===== src/rtl/riscv32_pkg.sv =====
// riscv32_pkg: shared register-file constants and the writeback entry type
package riscv32_pkg;
    localparam int XLEN = 32;
    localparam int REG_ADDR_W = 5;
    typedef struct packed {
        logic [REG_ADDR_W-1:0] rd;
        logic [XLEN-1:0]       data;
    } wb_entry_t;
endpackage


===== src/rtl/regfile_writeback_if.sv =====
// regfile_writeback_if: writeback request, register-file write port and hazard signals
interface regfile_writeback_if import riscv32_pkg::*; #(
    parameter int WIDTH = XLEN,
    parameter int DEPTH = 2
);
    logic                         alu_valid;
    logic                         alu_ready;
    logic [REG_ADDR_W-1:0]        alu_rd;
    logic [WIDTH-1:0]             alu_data;
    logic                         mem_valid;
    logic                         mem_ready;
    logic [REG_ADDR_W-1:0]        mem_rd;
    logic [WIDTH-1:0]             mem_data;
    logic                         rf_hold;
    logic                         rf_write_enabled;
    logic [REG_ADDR_W-1:0]        rf_write_location;
    logic [WIDTH-1:0]             rf_write_data;
    logic [REG_ADDR_W-1:0]        read1_location;
    logic [REG_ADDR_W-1:0]        read2_location;
    logic                         read1_pending;
    logic                         read2_pending;
    logic [$clog2(DEPTH+1)-1:0]   occupancy;

    modport master (
        output alu_valid, alu_rd, alu_data, mem_valid, mem_rd, mem_data, rf_hold,
               read1_location, read2_location,
        input  alu_ready, mem_ready, rf_write_enabled, rf_write_location, rf_write_data,
               read1_pending, read2_pending, occupancy
    );

    modport slave (
        input  alu_valid, alu_rd, alu_data, mem_valid, mem_rd, mem_data, rf_hold,
               read1_location, read2_location,
        output alu_ready, mem_ready, rf_write_enabled, rf_write_location, rf_write_data,
               read1_pending, read2_pending, occupancy
    );
endinterface


===== src/rtl/wb_fifo.sv =====
// wb_fifo: in-order circular queue of {rd, data} with per-entry valid/rd exposed for hazard compare
module wb_fifo import riscv32_pkg::*; #(
    parameter int WIDTH = XLEN,
    parameter int DEPTH = 2
) (
    input  logic                                 clk,
    input  logic                                 reset,
    input  logic                                 push,
    input  logic                                 pop,
    input  logic [REG_ADDR_W-1:0]                push_rd,
    input  logic [WIDTH-1:0]                     push_data,
    output logic                                 full,
    output logic                                 empty,
    output logic [$clog2(DEPTH+1)-1:0]           occupancy,
    output logic [REG_ADDR_W-1:0]                head_rd,
    output logic [WIDTH-1:0]                     head_data,
    output logic [DEPTH-1:0]                     entry_valid,
    output logic [DEPTH-1:0][REG_ADDR_W-1:0]     entry_rd
);
    localparam int PW = $clog2(DEPTH);
    localparam int CW = $clog2(DEPTH+1);

    logic [WIDTH-1:0] data_q [DEPTH];
    logic [PW-1:0]    head;
    logic [PW-1:0]    tail;

    function automatic logic [PW-1:0] wrap_inc(input logic [PW-1:0] p);
        return (p == PW'(DEPTH-1)) ? '0 : p + 1'b1;
    endfunction

    assign full      = occupancy == CW'(DEPTH);
    assign empty     = occupancy == '0;
    assign head_rd   = entry_rd[head];
    assign head_data = data_q[head];

    // Pop clears the head slot before push fills the tail, so a full-queue push+pop on the same slot keeps it valid
    always_ff @(posedge clk) begin
        if (reset) begin
            head        <= '0;
            tail        <= '0;
            occupancy   <= '0;
            entry_valid <= '0;
            entry_rd    <= '0;
            for (int i = 0; i < DEPTH; i++) data_q[i] <= '0;
        end else begin
            if (pop) begin
                head              <= wrap_inc(head);
                entry_valid[head] <= 1'b0;
            end
            if (push) begin
                tail              <= wrap_inc(tail);
                entry_valid[tail] <= 1'b1;
                entry_rd[tail]    <= push_rd;
                data_q[tail]      <= push_data;
            end
            occupancy <= occupancy + CW'(push) - CW'(pop);
        end
    end
endmodule


===== src/rtl/regfile_writeback.sv =====
// regfile_writeback: arbitrates ALU/load writebacks into a queue feeding the register-file write port
module regfile_writeback import riscv32_pkg::*; #(
    parameter int WIDTH = XLEN,
    parameter int DEPTH = 2
) (
    input logic                 clk,
    input logic                 reset,
    regfile_writeback_if.slave  bus
);
    logic                             full;
    logic                             empty;
    logic                             push;
    logic                             pop;
    logic [REG_ADDR_W-1:0]            push_rd;
    logic [WIDTH-1:0]                 push_data;
    logic [REG_ADDR_W-1:0]            head_rd;
    logic [WIDTH-1:0]                 head_data;
    logic [DEPTH-1:0]                 entry_valid;
    logic [DEPTH-1:0][REG_ADDR_W-1:0] entry_rd;
    logic                             p1;
    logic                             p2;

    // A full queue still accepts when the head drains on the same edge
    assign bus.mem_ready = !full || !bus.rf_hold;
    assign bus.alu_ready = bus.mem_ready && !bus.mem_valid;

    // Loads win; writes to x0 complete the handshake but never enter the queue
    assign push_rd   = bus.mem_valid ? bus.mem_rd : bus.alu_rd;
    assign push_data = bus.mem_valid ? bus.mem_data : bus.alu_data;
    assign push      = (bus.mem_valid || bus.alu_valid) && bus.mem_ready && push_rd != '0;
    assign pop       = !empty && !bus.rf_hold;

    assign bus.rf_write_enabled  = pop;
    assign bus.rf_write_location = empty ? '0 : head_rd;
    assign bus.rf_write_data     = empty ? '0 : head_data;

    wb_fifo #(.WIDTH(WIDTH), .DEPTH(DEPTH)) u_fifo (
        .clk         (clk),
        .reset       (reset),
        .push        (push),
        .pop         (pop),
        .push_rd     (push_rd),
        .push_data   (push_data),
        .full        (full),
        .empty       (empty),
        .occupancy   (bus.occupancy),
        .head_rd     (head_rd),
        .head_data   (head_data),
        .entry_valid (entry_valid),
        .entry_rd    (entry_rd)
    );

    // Flag decode reads whose register still has a queued write; x0 never hazards
    always_comb begin
        p1 = 1'b0;
        p2 = 1'b0;
        for (int i = 0; i < DEPTH; i++) begin
            p1 = p1 | (entry_valid[i] && entry_rd[i] == bus.read1_location);
            p2 = p2 | (entry_valid[i] && entry_rd[i] == bus.read2_location);
        end
    end

    assign bus.read1_pending = p1 && bus.read1_location != '0;
    assign bus.read2_pending = p2 && bus.read2_location != '0;
endmodule


===== src/flat_wrapper.sv =====
// flat-port wrapper written by rule: the top's interface ports become plain ports
module regfile_writeback_flat import riscv32_pkg::*;
#(
    parameter int WIDTH = XLEN,
    parameter int DEPTH = 2
)
  (clk, reset, bus_alu_valid, bus_alu_rd, bus_alu_data, bus_mem_valid, bus_mem_rd, bus_mem_data, bus_rf_hold, bus_read1_location, bus_read2_location, bus_alu_ready, bus_mem_ready, bus_rf_write_enabled, bus_rf_write_location, bus_rf_write_data, bus_read1_pending, bus_read2_pending, bus_occupancy);
  regfile_writeback_if #(.WIDTH(WIDTH), .DEPTH(DEPTH)) bus_i ();
  input logic clk;
  input logic reset;
  input wire logic [$bits(bus_i.alu_valid)-1:0] bus_alu_valid;
  input wire logic [$bits(bus_i.alu_rd)-1:0] bus_alu_rd;
  input wire logic [$bits(bus_i.alu_data)-1:0] bus_alu_data;
  input wire logic [$bits(bus_i.mem_valid)-1:0] bus_mem_valid;
  input wire logic [$bits(bus_i.mem_rd)-1:0] bus_mem_rd;
  input wire logic [$bits(bus_i.mem_data)-1:0] bus_mem_data;
  input wire logic [$bits(bus_i.rf_hold)-1:0] bus_rf_hold;
  input wire logic [$bits(bus_i.read1_location)-1:0] bus_read1_location;
  input wire logic [$bits(bus_i.read2_location)-1:0] bus_read2_location;
  output wire logic [$bits(bus_i.alu_ready)-1:0] bus_alu_ready;
  output wire logic [$bits(bus_i.mem_ready)-1:0] bus_mem_ready;
  output wire logic [$bits(bus_i.rf_write_enabled)-1:0] bus_rf_write_enabled;
  output wire logic [$bits(bus_i.rf_write_location)-1:0] bus_rf_write_location;
  output wire logic [$bits(bus_i.rf_write_data)-1:0] bus_rf_write_data;
  output wire logic [$bits(bus_i.read1_pending)-1:0] bus_read1_pending;
  output wire logic [$bits(bus_i.read2_pending)-1:0] bus_read2_pending;
  output wire logic [$bits(bus_i.occupancy)-1:0] bus_occupancy;
  assign bus_i.alu_valid = bus_alu_valid;
  assign bus_i.alu_rd = bus_alu_rd;
  assign bus_i.alu_data = bus_alu_data;
  assign bus_i.mem_valid = bus_mem_valid;
  assign bus_i.mem_rd = bus_mem_rd;
  assign bus_i.mem_data = bus_mem_data;
  assign bus_i.rf_hold = bus_rf_hold;
  assign bus_i.read1_location = bus_read1_location;
  assign bus_i.read2_location = bus_read2_location;
  assign bus_alu_ready = bus_i.alu_ready;
  assign bus_mem_ready = bus_i.mem_ready;
  assign bus_rf_write_enabled = bus_i.rf_write_enabled;
  assign bus_rf_write_location = bus_i.rf_write_location;
  assign bus_rf_write_data = bus_i.rf_write_data;
  assign bus_read1_pending = bus_i.read1_pending;
  assign bus_read2_pending = bus_i.read2_pending;
  assign bus_occupancy = bus_i.occupancy;
  regfile_writeback #(.WIDTH(WIDTH), .DEPTH(DEPTH)) u_core (.clk(clk), .reset(reset), .bus(bus_i));
endmodule

===== config.mk =====
export PLATFORM = sky130hd
export DESIGN_NAME = regfile_writeback_flat
export DESIGN_NICKNAME = d
export VERILOG_FILES = /design/src/rtl/riscv32_pkg.sv /design/src/rtl/regfile_writeback_if.sv /design/src/rtl/wb_fifo.sv /design/src/rtl/regfile_writeback.sv /design/src/flat_wrapper.sv
export SDC_FILE = /design/constraint.sdc
export NUM_CORES = 1
export LEC_CHECK = 0
export CAP_MARGIN = 15
export CORE_ASPECT_RATIO = 1.2
export CORE_MARGIN = 4
export CORE_UTILIZATION = 45
export DETAILED_ROUTE_END_ITERATION = 7
export PLACE_DENSITY = 0.76
export SETUP_SLACK_MARGIN = 0.2
export SLEW_MARGIN = 20
export SYNTH_ARGS = -nofsm -noshare
export SYNTH_HDL_FRONTEND = slang
export SYNTH_HIERARCHICAL = 1
export SYNTH_SLANG_ARGS = --single-unit
export TNS_END_PERCENT = 30

===== constraint.sdc =====
create_clock -name clk -period 6.1 [get_ports clk]
set_clock_uncertainty 0.05 [all_clocks]
set_input_delay 0.915 -clock clk [delete_from_list [all_inputs] [get_ports clk]]
set_output_delay 0.915 -clock clk [all_outputs]
set_load 0.005 [all_outputs]

==> results_dict.tcl, run 1 <==
set metrics [dict create \
    status "finished clean" \
    clock_path_buffers 2 \
    synth_area_sq_mm 0.00453 \
    post-place-ws_ns 1.84 \
    synth_warnings 6 \
    use_met1_pct 19.4 \
    finalSetupTns_ns 0 \
    critPathCaptureType "flip-flop" \
    grtUsageMet2_pct 32.3 \
    netlist_instances 413 \
    syn_nets 504 \
    numCtsBuffers 9 \
    cts_setup_buffers 0 \
    setup_viol 0 \
    worst_pin_slew_ns 0.913 \
    area_delta_synth_final_pct 35.7 \
    avgViaCountPerCell 4.99 \
    multi_input_area_sq_mm 0.00210 \
    fin_ws_ns 2.21 \
    dieWidth_um 99.6 \
    ys_seq_area_share_pct 49.9 \
    cp-start-kind "input pin" \
    cts_sinks 81 \
    rsz0062_at_grt "no" \
    cap_violations 0 \
    initial_core_util_pct 46.9 \
    synth.area.top_cells "edfxtp_1 (42%), mux2_2 (17%), dfxtp_1 (7.5%), nor2_1 (6.0%), nor2b_1 (5.5%)" \
    grt_pass1_vias 3562 \
    grt_first_pass_wirelength_um 16500 \
    die_area_sq_mm 0.0118 \
    n_antenna_cell 0 \
    grt_busiest_layer "met2" \
    power.leakage_nw 2.28 \
    ys_types 26 \
    drt_wl_total_um 10100 \
    drv_slew 0 \
    hold_path.class "flip-flop to flip-flop" \
    die_h_um 118 \
    io_pins 133 \
    synthArstFlopShare_pct 0 \
    synth-seq-cells 81 \
    fmax_mhz 257 \
    hold_violations 0 \
    synth_flop_cell "edfxtp_1" \
    io_buffers 132 \
    peakVddDrop_uv 239 \
    row_count 39 \
    worstPathMaxFanout 40 \
    drt-wirelength-per-cell_um 15.4 \
    first_pass_iters 4 \
    dpl.hpwl_um 7090 \
    insertion_delay_ns 0.33 \
    nFillCells 773 \
    gp_congestion 0.840 \
    clk_pin_slew_ns 0.06 \
    fin_nets 622 \
    layout-drive-gt1-share_pct 17.7 \
    grt_max_degree 41 \
    synth_edf_count 64 \
    arrival_ns 3.73 \
    h-tree-depth 3 \
    grtUsageTotal_pct 17.5 \
    antenna_found_initial 0 \
    core-area_sq_mm 0.00966 \
    cts-root-buf "clkbuf_16" \
    fin_crit_ns 3.89 \
    drt-initial-drc-count 153 \
    critical_path_required_ns 5.93 \
    grt.met3_usage_pct 4.27 \
    ant_nets 0 \
    hold_buffers 0 \
    cts_tree "built" \
    syn_avg_cell_area_sq_um 11.0 \
    dr_total_vias 3291 \
    worstSetupPathType "input pin to flip-flop" \
    slew_headroom_pct 39.0 \
    cts_resized 0 \
    layout_worst_path_cycle_share_pct 63.8 \
    regArea_sq_mm 0.00226 \
    globalRouteOverflowTotal 0 \
    power_density_mw_per_mm2 314 \
    yosysTopAreaCellShare_pct 42.4 \
    post-synth-top-area-cell "edfxtp_1" \
    drc 0 \
]
[synthesized netlist by cell type (3+ instances only)]
cell type	count
a21oi_1	17
buf_4	4
edfxtp_1	64
inv_1	3
nor2_1	73
clkbuf_1	6
mux2_2	68
nand3_1	4
buf_2	11
xor2_1	17
xnor2_1	6
mux2_1	5
nor2b_1	40
nand2b_1	35
dfxtp_1	17
nand2_1	23
buf_6	6
[registers in the layout (all words and copies together) (netlist names), named ones only]
register                   flops
u_core/u_fifo/data_q          64
u_core/u_fifo/tail             1
u_core/u_fifo/entry_rd        10
u_core/u_fifo/head             1
u_core/u_fifo/entry_valid      2
u_core/u_fifo/occupancy        2
[worst max-delay path, cell delays in order]
cell	delay [ns]
buf_2	0.67
mux2_2	0.45
nor3_2	0.19
a21oi_1	0.17
nand2b_2	0.63
nand2b_2	0.68
[metal layers]
| metal | vias up | part of all wire [%] |
|---|---|---|
| met5 | - | 0 |
| met4 | 0 | 1.5 |
| met3 | 13 | 5.9 |
| met2 | 101 | 54 |
| met1 | 1541 | 39 |
| li1 | 1636 | - |
[area by class of cell]
class / count / share of cell area (%)
timing repair buffer: 134 / 21.6
clock inverter: 7 / 1.16
inverter: 3 / 0.183
tap: 123 / 2.50
multi-input combinational: 302 / 34.1
sequential: 81 / 36.8
clock buffer: 9 / 3.66
[layout by cell type (no fill, tap or decap), drive strengths merged, types with 3 or more instances in the layout]
cell	Yosys	routed
edfxtp	64	64
mux2	74	74
dfxtp	17	17
nand3	4	4
inv	3	3
nand2b	36	36
xor2	17	17
nand2	23	23
a21oi	17	17
nor2	73	73
nor2b	40	40
clkinvlp	0	5
clkbuf	6	9
nor4	4	4
buf	21	3
xnor2	6	6
clkdlybuf4s50	0	131
[worst paths after layout]
check	slack, ns	endpoint	cells past startpoint	startpoint
setup / recovery	2.21	u_core/u_fifo/data_q[0][12]	6	bus_mem_valid
hold / removal	0.45	u_core/u_fifo/entry_valid[0]	2	u_core/u_fifo/entry_valid[0]
setup reg to reg	3.15	u_core/u_fifo/data_q[0][12]	6	u_core/u_fifo/occupancy[1]
hold reg to reg	0.45	u_core/u_fifo/entry_valid[0]	2	u_core/u_fifo/entry_valid[0]
[stage by stage]
stage | instances | total power, mW | hold slack [ns] | utilization [%] | cell area [sq um]
3_3_place_gp | 643 | 1.42 | 0.439 | 60.6 | 5860
4_1_cts | 659 | 1.95 | 0.460 | 63.7 | 6150
5_1_grt | 659 | 2.04 | 0.499 | 63.7 | 6150
3_5_place_dp | 643 | 1.43 | 0.451 | 60.6 | 5860
6_report | 659 | 1.93 | 0.455 | 63.7 | 6150
2_1_floorplan | 413 | 1.15 | 0.417 | - | 4530
[power by group]
group | total (mW) | switching, mW | leakage (nW) | internal [mW]
clock | 0.519 | 0.205 | 0.127 | 0.315
sequential | 0.775 | 0.0739 | 0.831 | 0.701
combinational | 0.636 | 0.271 | 1.32 | 0.365
[cells by family after synthesis]
kind of cell,share of synthesized area (%)
simple gates,20.4
flops,49.9
mux,18.5
buf+inv,4.11
xor+xnor,4.44
compound gates,2.10
fa+ha+maj,0.552
No activity file was read; power rests on OpenSTA's default activity.
==> run 2: changes to the inputs <==
--- a/config.mk
+++ b/config.mk
@@ -8,7 +8,7 @@
 export CAP_MARGIN = 15
 export CORE_ASPECT_RATIO = 1.2
 export CORE_MARGIN = 4
-export CORE_UTILIZATION = 45
+export CORE_UTILIZATION = 43
 export DETAILED_ROUTE_END_ITERATION = 7
 export PLACE_DENSITY = 0.76
 export SETUP_SLACK_MARGIN = 0.2
==> constraint.sdc (replaced) <==
create_clock -name clk -period 3.5 [get_ports clk]
set_clock_uncertainty 0.05 [all_clocks]
set_input_delay 0.525 -clock clk [delete_from_list [all_inputs] [get_ports clk]]
set_output_delay 0.525 -clock clk [all_outputs]
set_load 0.005 [all_outputs]
==> run 2 against run 1 <==
Effect of this change: wire length grew 3.7%; first-iteration DRC count shrank 13%; die area grew 4.3%; clock-buffer cell count grew 4; critical path type is now input pin to output port.
==> results_dict.tcl, run 2 (synthesis gave the netlist of run 1 again) <==
set metrics [dict create \
    dieWidth_um 102 \
    grtUsageTotal_pct 17.2 \
    timing.rr.start "u_core/u_fifo/occupancy[1]" \
    drt-initial-drc-count 133 \
    setup_viol 0 \
    ant_nets 0 \
    slew_headroom_pct 42.3 \
    fmax_mhz 357 \
    fin_crit_ns 2.80 \
    first_pass_iters 4 \
    cp_slowest_stage_delay_ns 0.52 \
    cts_sinks 81 \
    cp-start-kind "input pin" \
    final_util_pct 61.2 \
    largest_register_ffs 64 \
    dr_total_vias 3402 \
    critical_path_required_ns 2.92 \
    cts_tree "built" \
    cts_resized 0 \
    peakVddDrop_uv 321 \
    cts_setup_buffers 0 \
    avgViaCountPerCell 5.11 \
    h-tree-depth 3 \
    post-place-ws_ns 0.536 \
    crit_chain "clkdlybuf4s50_1 -> xor2_1 -> nor4_2 -> nand3_1 -> a21oi_1 -> clkdlybuf4s50_1" \
    power_density_mw_per_mm2 559 \
    placed_cell_area_sq_mm 0.00589 \
    drv_slew 0 \
    crit_family "buffers and inverters" \
    insertion_delay_ns 0.32 \
    crit_top_cell "clkdlybuf4s50_1" \
    status "finished clean" \
    power.leakage_nw 2.33 \
    cap_violations 0 \
    reg2reg_to "u_core/u_fifo/data_q[1][5]" \
    die_area_sq_mm 0.0123 \
    worst_pin_slew_ns 0.866 \
    layout-drive-gt1-share_pct 18.1 \
    io_pins 133 \
    layout_worst_path_cycle_share_pct 80.0 \
    gp_congestion 0.868 \
    arrival_ns 2.22 \
    top_register "u_core/u_fifo/data_q" \
    n_antenna_cell 0 \
    drt-wirelength-per-cell_um 15.8 \
    clk_pin_slew_ns 0.06 \
    r2r_slack_ns 1.14 \
    critical_path_buf_inv_count 2 \
    hold_path.class "flip-flop to flip-flop" \
    grt_first_pass_wirelength_um 16600 \
    area_delta_synth_final_pct 37.1 \
    numCtsBuffers 9 \
    cts-root-buf "clkbuf_16" \
    worst_path_max_delay_cell "clkdlybuf4s50_1" \
    finalPower_mw 3.48 \
    hold_violations 0 \
    fin_nets 626 \
    row_count 40 \
    worstPathMaxFanout 3 \
    ff2ff_path_depth 6 \
    dpl.hpwl_um 7450 \
    rsz0062_at_grt "no" \
    worstSetupPathType "input pin to output port" \
    initial_core_util_pct 44.6 \
    mostFrequentLayoutCells "clkdlybuf4s50_1 (131), nor2_1 (72), mux2_2 (68)" \
    min_delay_path_depth 2 \
    core-area_sq_mm 0.0102 \
    grt_max_degree 40 \
    final_common_cell "clkdlybuf4s50_1" \
    grt_pass1_vias 3592 \
    globalRouteOverflowTotal 0 \
    die_h_um 120 \
    fin_ws_ns 0.701 \
    clock_path_buffers 2 \
    finalSetupTns_ns 0 \
    min_from "u_core/u_fifo/entry_valid[0]" \
    design_area_sq_mm 0.00622 \
    critPathCaptureType "output port" \
    drt_wl_total_um 10500 \
    antenna_found_initial 0 \
    top_regs "u_core/u_fifo/data_q (64), u_core/u_fifo/entry_rd (10)" \
    drc 0 \
    io_buffers 132 \
    min_to "u_core/u_fifo/entry_valid[0]" \
    hold_buffers 0 \
]
[run 2: worst max-delay path by stage]
stage | startpoint | endpoint | cells past startpoint
5_1_grt | bus_read2_location[1] | bus_read2_pending | 6
6_report | bus_read1_location[1] | bus_read1_pending | 6
3_5_place_dp | bus_mem_valid | u_core/u_fifo/data_q[1][6] | 6
2_1_floorplan | bus_mem_valid | u_core/u_fifo/data_q[1][0] | 7
3_3_place_gp | bus_mem_valid | u_core/u_fifo/data_q[1][7] | 6
4_1_cts | flip-flop | bus_rf_write_data[29] | 3
[run 2: area by class of cell]
class	count	area (sq um)
tap	126	158
fill	835	3940
multi-input combinational	302	2100
inverter	3	11.3
timing repair buffer	138	1360
clock buffer	13	283
clock inverter	3	43.8
sequential	81	2260
[run 2: per-layer routing]
| layer | wire, um | global-route usage (%) |
|---|---|---|
| met3 | 651 | 3.29 |
| met1 | 4070 | 19.3 |
| met4 | 270 | 7.73 |
| met5 | 0 | 0 |
| met2 | 5520 | 31.1 |
[run 2: per-stage QoR]
| stage | hold slack, ns | cells |
|---|---|---|
| after global routing | 0.496 | 666 |
| after detailed placement | 0.462 | 650 |
| after floorplan | 0.417 | 413 |
| after global placement | 0.461 | 650 |
| after CTS | 0.481 | 666 |
| final | 0.475 | 666 |
[run 2: report_power, final]
group | switching, mW | total, mW | internal [mW]
Sequential | 0.132 | 1.35 | 1.22
Clock | 0.347 | 0.986 | 0.639
Combinational | 0.489 | 1.14 | 0.649
Total | 0.967 | 3.48 | 2.51
[run 2: worst min-delay path, stage by stage, from the launching register on]
cell and delay [ns]:
dfxtp_1 0.33, o21ai_0 0.08, a21oi_1 0.06
==> run 3: changes to the inputs <==
==> constraint.sdc (replaced) <==
create_clock -name clk -period 2.5 [get_ports clk]
set_clock_uncertainty 0.05 [all_clocks]
set_input_delay 0.375 -clock clk [delete_from_list [all_inputs] [get_ports clk]]
set_output_delay 0.375 -clock clk [all_outputs]
set_load 0.005 [all_outputs]
==> run 3 against run 2 <==
Effect of this change: via count down 0.12%; largest power group unchanged; die area unchanged; worst setup slack worse by 0.43 ns; sequential share of layout area down 0.84 points; critical path depth down 3; global-route usage up 0.050 points; clock-buffer cell count down 3.
==> results_dict.tcl, run 3 (synthesis gave the netlist of run 1 again) <==
set metrics [dict create \
    row_count 40 \
    die_h_um 120 \
    timing.rr.start "u_core/u_fifo/occupancy[1]" \
    n_antenna_cell 0 \
    mostFrequentLayoutCells "clkdlybuf4s50_1 (126), nor2_1 (72), mux2_2 (68)" \
    ff2ff_path_depth 8 \
    cp_slowest_stage_delay_ns 0.53 \
    finalSetupTns_ns 0 \
    hold_path.class "flip-flop to flip-flop" \
    dpl.hpwl_um 7730 \
    fin_nets 641 \
    power_density_mw_per_mm2 776 \
    reg2reg_to "u_core/u_fifo/data_q[0][12]" \
    power.leakage_nw 2.45 \
    clk_pin_slew_ns 0.06 \
    final_common_cell "clkdlybuf4s50_1" \
    largest_register_ffs 64 \
    critical_path_buf_inv_count 1 \
    slew_headroom_pct 75.9 \
    area_delta_synth_final_pct 40.4 \
    crit_chain "mux2_2 -> nor2b_1 -> clkdlybuf4s50_1" \
    drt_wl_total_um 10600 \
    io_pins 133 \
    dieWidth_um 102 \
    layout_worst_path_cycle_share_pct 89.4 \
    io_buffers 132 \
    layout-drive-gt1-share_pct 21.3 \
    numCtsBuffers 9 \
    r2r_slack_ns 0.53 \
    cts-root-buf "clkbuf_16" \
    final_util_pct 62.6 \
    die_area_sq_mm 0.0123 \
    globalRouteOverflowTotal 0 \
    gp_congestion 0.811 \
    antenna_found_initial 0 \
    grt_pass1_vias 3538 \
    setup_viol 0 \
    initial_core_util_pct 44.6 \
    nFillCells 827 \
    avgViaCountPerCell 4.99 \
    worst_pin_slew_ns 0.361 \
    critPathCaptureType "output port" \
    dr_total_vias 3398 \
    crit_family "flip-flops" \
    fin_crit_ns 2.23 \
    cap_violations 0 \
    cp-start-kind "flip-flop" \
    fmax_mhz 448 \
    worstSetupPathType "flip-flop to output port" \
    drt-initial-drc-count 102 \
    grtUsageTotal_pct 17.3 \
    arrival_ns 1.81 \
    finalPower_mw 4.94 \
    rsz0062_at_grt "yes" \
    grt_max_degree 37 \
    first_pass_iters 4 \
    ant_nets 0 \
    regArea_sq_mm 0.00226 \
    top_register "u_core/u_fifo/data_q" \
    fin_ws_ns 0.266 \
    peakVddDrop_uv 495 \
    min_delay_path_depth 2 \
    clock_path_buffers 2 \
    drt-wirelength-per-cell_um 15.5 \
    core-area_sq_mm 0.0102 \
    drc 0 \
    worst_path_max_delay_cell "dfxtp_1" \
    hold_violations 0 \
    cts_sinks 81 \
    insertion_delay_ns 0.33 \
    drv_slew 0 \
    post-place-ws_ns -0.0721 \
    worstPathMaxFanout 8 \
    critical_path_required_ns 2.08 \
    multi_input_area_sq_mm 0.00211 \
    top_regs "u_core/u_fifo/data_q (64), u_core/u_fifo/entry_rd (10)" \
    grt_first_pass_wirelength_um 16700 \
    status "finished clean" \
    cts_tree "built" \
    h-tree-depth 3 \
    min_from "u_core/u_fifo/entry_valid[0]" \
    min_to "u_core/u_fifo/entry_valid[0]" \
]
[run 3: changes by cell type in the layout (fill, tap and decap cells not counted), moves of 2 or more]
cell | previous run | this run
buf_12 | 0 | 2
buf_4 | 6 | 17
buf_6 | 0 | 2
clkbuf_1 | 2 | 0
clkbuf_16 | 11 | 9
clkdlybuf4s50_1 | 131 | 126
clkinvlp_4 | 0 | 2
dlygate4sd2_1 | 0 | 2
dlymetal6s2s_1 | 0 | 3
nor4_1 | 2 | 0
nor4_2 | 2 | 4
[run 3: layer usage]
| metal | part of all wire (%) | routed length (um) | track usage (%) | up-vias |
|---|---|---|---|---|
| li1 | - | - | - | 1673 |
| met1 | 40 | 4280 | 19.8 | 1622 |
| met2 | 53 | 5600 | 31.9 | 94 |
| met3 | 5.7 | 601 | 3.87 | 9 |
| met4 | 0.83 | 88 | 4.49 | 0 |
| met5 | 0 | 0 | 0 | - |
[run 3: power by group]
part	internal (mW)	switching [mW]	total, mW
clock network	0.801	0.501	1.30
registers	1.71	0.118	1.83
logic	1.03	0.779	1.81
total	3.54	1.40	4.94
[run 3: tightest hold or removal path: stages (launching register included)]
cell and delay (ns):
dfxtp_1 0.33, o21ai_0 0.07, a21oi_1 0.06
[run 3: what timing repair did]
item | in CTS | in global routing
buffers inserted | 3 | 0
endpoints found under the setup margin | 29 | 33
hold buffers | 0 | 0
pin swaps | 4 | 4
gates cloned | 0 | 0
gates resized for setup | 3 | 7
[run 3: worst max-delay path by stage]
stage / to / cells past startpoint / start
6_report: bus_rf_write_location[0] / 3 / u_core/u_fifo/head
2_1_floorplan: u_core/u_fifo/data_q[0][0] / 7 / bus_mem_valid
3_3_place_gp: bus_read2_pending / 6 / bus_read2_location[1]
5_1_grt: bus_rf_write_location[0] / 3 / u_core/u_fifo/head
4_1_cts: bus_read2_pending / 6 / bus_read2_location[3]
3_5_place_dp: bus_read2_pending / 6 / bus_read2_location[1]
[run 3: area by class of cell]
| cell class | instances | share of cell area, % |
|---|---|---|
| flip-flops and latches | 81 | 35.6 |
| multi-input cells | 302 | 33.2 |
| repair buffers | 153 | 23.7 |
| clock buffers | 10 | 3.75 |
| well taps | 126 | 2.48 |
| clock inverters | 6 | 1.06 |
| inverters | 3 | 0.177 |
[run 3: stage by stage]
| stage | cells | instance area [sq um] | hold WS (ns) |
|---|---|---|---|
| 2_1_floorplan | 413 | 4540 | 0.417 |
| 3_3_place_gp | 662 | 6010 | 0.445 |
| 3_5_place_dp | 662 | 6010 | 0.451 |
| 4_1_cts | 681 | 6340 | 0.459 |
| 5_1_grt | 681 | 6360 | 0.499 |
| 6_report | 681 | 6360 | 0.459 |
